[src/rtl/conv_pipe.sv]
// WebAssembly integer/float conversion unit: decodes a conversion opcode and
// carries the converted bits through a stall-all pipeline of STAGES registers.
module conv_pipe #(
  parameter int         STAGES      = 2,
  parameter int         USE_64B     = 1,
  parameter logic [3:0] TRAP_OPCODE = 4'd1,
  parameter logic [3:0] TRAP_NO64   = 4'd2
) (
  input  logic        clk,
  input  logic        reset,
  input  logic        flush,
  input  logic        in_valid,
  output logic        in_ready,
  input  logic [7:0]  opcode,
  input  logic [63:0] operand,
  output logic        out_valid,
  input  logic        out_ready,
  output logic [63:0] result,
  output logic [1:0]  result_type,
  output logic [3:0]  trap
);

  typedef enum logic [1:0] {
    TYPE_I32 = 2'd0,
    TYPE_I64 = 2'd1,
    TYPE_F32 = 2'd2,
    TYPE_F64 = 2'd3
  } res_type_e;

  typedef struct packed {
    logic [63:0] result;
    logic [1:0]  rtype;
    logic [3:0]  trap;
  } entry_t;

  entry_t              conv_entry;
  logic                needs_64b;
  entry_t              stage_q [STAGES];
  logic [STAGES-1:0]   stage_valid;
  logic                advance;

  // NOTE: every always_comb output gets a default first so no path can infer a latch.
  always_comb begin
    conv_entry = '0;
    needs_64b  = 1'b0;
    unique case (opcode)
      8'hA7: begin
        conv_entry.result = {32'h0, operand[31:0]};
        conv_entry.rtype  = TYPE_I32;
        needs_64b         = 1'b1;
      end
      8'hAC: begin
        conv_entry.result = {{32{operand[31]}}, operand[31:0]};
        conv_entry.rtype  = TYPE_I64;
        needs_64b         = 1'b1;
      end
      8'hAD: begin
        conv_entry.result = {32'h0, operand[31:0]};
        conv_entry.rtype  = TYPE_I64;
        needs_64b         = 1'b1;
      end
      8'hBC: begin
        conv_entry.result = {32'h0, operand[31:0]};
        conv_entry.rtype  = TYPE_I32;
      end
      8'hBD: begin
        conv_entry.result = operand;
        conv_entry.rtype  = TYPE_I64;
        needs_64b         = 1'b1;
      end
      8'hBE: begin
        conv_entry.result = {32'h0, operand[31:0]};
        conv_entry.rtype  = TYPE_F32;
      end
      8'hBF: begin
        conv_entry.result = operand;
        conv_entry.rtype  = TYPE_F64;
        needs_64b         = 1'b1;
      end
      8'hC0: begin
        conv_entry.result = {32'h0, {24{operand[7]}}, operand[7:0]};
        conv_entry.rtype  = TYPE_I32;
      end
      8'hC1: begin
        conv_entry.result = {32'h0, {16{operand[15]}}, operand[15:0]};
        conv_entry.rtype  = TYPE_I32;
      end
      8'hC2: begin
        conv_entry.result = {{56{operand[7]}}, operand[7:0]};
        conv_entry.rtype  = TYPE_I64;
        needs_64b         = 1'b1;
      end
      8'hC3: begin
        conv_entry.result = {{48{operand[15]}}, operand[15:0]};
        conv_entry.rtype  = TYPE_I64;
        needs_64b         = 1'b1;
      end
      8'hC4: begin
        conv_entry.result = {{32{operand[31]}}, operand[31:0]};
        conv_entry.rtype  = TYPE_I64;
        needs_64b         = 1'b1;
      end
      default: begin
        conv_entry.trap = TRAP_OPCODE;
      end
    endcase

    // A 64-bit build option that is off turns the op into a trapping i32 zero.
    if (needs_64b && (USE_64B == 0)) begin
      conv_entry.result = '0;
      conv_entry.rtype  = TYPE_I32;
      conv_entry.trap   = TRAP_NO64;
    end
  end

  assign advance  = !out_valid || out_ready;
  assign in_ready = advance || flush;

  // NOTE: stage payloads are reset as well as valids, so outputs are never X after reset.
  always_ff @(posedge clk) begin
    if (reset) begin
      stage_valid <= '0;
      for (int i = 0; i < STAGES; i++) stage_q[i] <= '0;
    end else begin
      if (advance) begin
        stage_valid[0] <= in_valid;
        stage_q[0]     <= conv_entry;
        for (int i = 1; i < STAGES; i++) begin
          stage_valid[i] <= stage_valid[i-1];
          stage_q[i]     <= stage_q[i-1];
        end
      end
      // Flush wins over the shift: the op offered this cycle is dropped too.
      if (flush) stage_valid <= '0;
    end
  end

  assign out_valid   = stage_valid[STAGES-1];
  assign result      = stage_q[STAGES-1].result;
  assign result_type = stage_q[STAGES-1].rtype;
  assign trap        = stage_q[STAGES-1].trap;

endmodule

[config.mk]
export PLATFORM = sky130hd
export DESIGN_NAME = conv_pipe
export DESIGN_NICKNAME = d
export VERILOG_FILES = /design/src/rtl/conv_pipe.sv
export SDC_FILE = /design/constraint.sdc
export NUM_CORES = 1
export LEC_CHECK = 0
export CORE_MARGIN = 8
export CORE_UTILIZATION = 33
export CTS_CLUSTER_DIAMETER = 120
export DETAILED_ROUTE_END_ITERATION = 12
export PLACE_DENSITY = 0.57
export SYNTH_ARGS = -nofsm -noshare
export SYNTH_HDL_FRONTEND = slang
export SYNTH_SLANG_ARGS = --single-unit
[constraint.sdc]
create_clock -name clk -period 4.6 [get_ports clk]
set_clock_uncertainty 0.1 [all_clocks]
set_input_delay 0.92 -clock clk [delete_from_list [all_inputs] [get_ports clk]]
set_output_delay 0.92 -clock clk [all_outputs]
set_load 0.01 [all_outputs]
==> impl_results.md <==
* Final RePlAce weighted congestion at 0.722
* Number of vias in the routed layout at 3,365
* Count of fill cells added during filler insertion at 1,653
* Routed wire length at 11,900 um
* Final Util at 42.7%
* Leakage component of the power at 2.95 nW
* Number of CTS-inserted buffers at 17
* Total global routing overflow at 0
* Wire length of the first global-routing pass at 19,000 um
* Count of maximum capacitance violations at 0
* H-tree depth reported by CTS at 4
* Number of max-slew violations in the final report at 0
* Nature of the critical path startpoint: input pin
* Synth Warn # at 0
* Critical Path Sink Type: output port
* Count of pins on the block boundary at 149
* Min Tclk post-route at 3470 ps
* Remaining number of nets flagged by the antenna check after routing at 0
* Number of violations reported at the end of detailed-routing iteration 0 at 114
* Largest stage delay on the critical path at 510 ps
* Clock root buffer master: sky130_fd_sc_hd__clkbuf_16
* Number of flops mapped to enable cells by yosys at 134
* Peak supply drop at 0.231 mV
* Number of iterations in the first detailed-routing pass at 4
* Setup Total Neg Slack at 0 ps
* Tightest Pin Transition at 954 ps
* Fraction of layout cells with a size suffix above 1 at 15.5%
* Cell mode on critical path: sky130_fd_sc_hd__clkdlybuf4s50_1
* Vias in the first global route at 3,578
* Source of the worst hold timing path: stage_valid[0]
* Routed length per placed instance at 15.4 um
* Kind of critical path: input pin to output port
* Data arrival time at the worst-slack endpoint at 2450 ps
* Clock-pin slew on the worst setup and hold paths at 60 ps
* TritonCTS clock tree: yes
* Cell area after placement at 7290 um2
* Number of clock sinks seen by CTS at 136
* Total DRC errors in the routed layout at 0
* DR vias/cell at 4.34
* Crit share post-route at 75.5%
* Final antenna diode count at 0
* Core Area at 18,500 um2
* Maximum number of pins on one net before global-route repair at 74
* Number of gates resized after CTS at 0
* Share of flip-flops with an asynchronous set or reset at 0%
* Post-synth top flop: sky130_fd_sc_hd__edfxtp_1
* Top achievable clock speed at 288 MHz
* Clock Tree Buf Depth at 2
* Req. time, crit path at 3580 ps
* Sequential fraction of the synthesis area at 66.4%
* Critical Path Fanout Max at 6
* Floorplan die height at 152 um
* Post-detailed-placement half-perimeter wirelength at 8170 um
* Remaining max-slew budget at the tightest pin at 36.3%
* Post-CTS Setup Bufs at 0
* Latest clock arrival within the worst-skew pair at 410 ps
* Most frequent standard cell in the layout excluding fill and tap cells: sky130_fd_sc_hd__clkdlybuf4s50_1
* Type of the worst min-delay path: register to register
* PwrDens at 359 nW/um2
* Initial Utilization at 33.2%
* Number of buffers added on ports at 145
* Synthesis-stage register bit count at 136
* RR Startpoint: stage_valid[1]
* Synth-to-layout area growth at 28.6%
* CP cell instances: clkdlybuf4s50_1 -> nor2b_1 -> nand2b_1 -> clkdlybuf4s50_1
* Hold_buf cts at 0
* Outcome: complete, no violations
* Finished Cell Area at 7870 um2
* Average cell area after synthesis at 13.6 um2
* Mapped Area at 6120 um2
* Slowest CP cell: sky130_fd_sc_hd__clkdlybuf4s50_1
* Total Routing Usage GR at 10.5%
* Die Area at 23,200 um2
* Number of hold violations in the final report at 0
* Gate Count Post-Synth at 450
* Number of antenna violations at the first check in global routing at 0
* Count of nets after finishing at 605
* Setup repair after global routing missed its margin: no
* Distinct cell type count after synthesis at 36
* Die Wd at 152 um
* Commonest cells after routing, fill and taps aside: sky130_fd_sc_hd__clkdlybuf4s50_1, sky130_fd_sc_hd__edfxtp_1, sky130_fd_sc_hd__and2_1, sky130_fd_sc_hd__nand2_1, sky130_fd_sc_hd__a21oi_2
* # rows at 50
* Number of setup violations in the final report at 0
* Start point of the critical path: out_ready
worst max-delay path, delay by kind of cell:
kind,cells,cell delay (ps)
buf+inv,2,910
simple gates,2,620
power by group:
group          internal [mW]  total, mW  switching, mW  leakage [nW]
combinational         0.0831      0.139         0.0564          1.01
sequential              1.36       1.36        0.00408          1.66
clock                  0.801       1.32          0.520         0.277
total                   2.25       2.83          0.580          2.95
registers in the layout, summed over array words and instances, names as in the netlist:
signal       cells
stage_q        134
stage_valid      2
metal layers:
layer  vias up  wire (um)  GRT usage (%)
li1       1659          -              -
met5         -          0              0
met2        94       6180           18.2
met4         0        125           3.86
met1      1603       4950           11.5
met3         9        690           4.08
kinds of logic after synthesis:
family          count (synthesis)  synth area share (%)
mux                             2                 0.327
other cells                     1                0.0613
xor+xnor                        1                 0.143
buf+inv                        96                  11.0
simple gates                  150                  13.9
flops                         136                  66.4
compound gates                 64                  8.17
Yosys cell counts (all sizes together) (2+ instances only):
cell / instances / area [um2]
clkbuf: 9 / 33.8
a31o: 7 / 61.3
and2: 76 / 475
nand2b: 2 / 12.5
dfxtp: 2 / 40.0
mux2i: 2 / 20.0
nor2b: 2 / 12.5
nor3: 8 / 50.1
nand2: 34 / 128
nor2: 20 / 75.1
edfxtp: 134 / 4020
buf: 85 / 633
a21oi: 51 / 368
inv: 2 / 7.51
layout make-up:
cell class	count	area, um2	share of cell area, %
multi-input combinational	220	1420	18.0
clock buffer	18	429	5.45
tap	234	293	3.72
timing repair buffer	151	1510	19.2
inverter	2	7.51	0.0954
sequential	136	4060	51.6
clock inverter	14	150	1.91
final timing paths:
check,endpoint,slack [ps],cells past startpoint
setup / recovery,in_ready,1130,4
hold reg to reg,stage_valid[1],400,2
hold / removal,stage_valid[1],400,2
setup reg to reg,stage_q[0][119],2260,3
per-stage QoR:
stage          hold slack, ps  instances  power (mW)  setup slack [ps]
6_report                  400        775        2.83              1130
5_1_grt                   423        775        2.94              1020
4_1_cts                   407        775        2.87              1130
3_5_place_dp              391        743        1.53              1140
3_3_place_gp              381        743        1.53              1170
2_1_floorplan             366        452        1.44              1230
No activity file was read; power rests on OpenSTA's default activity.
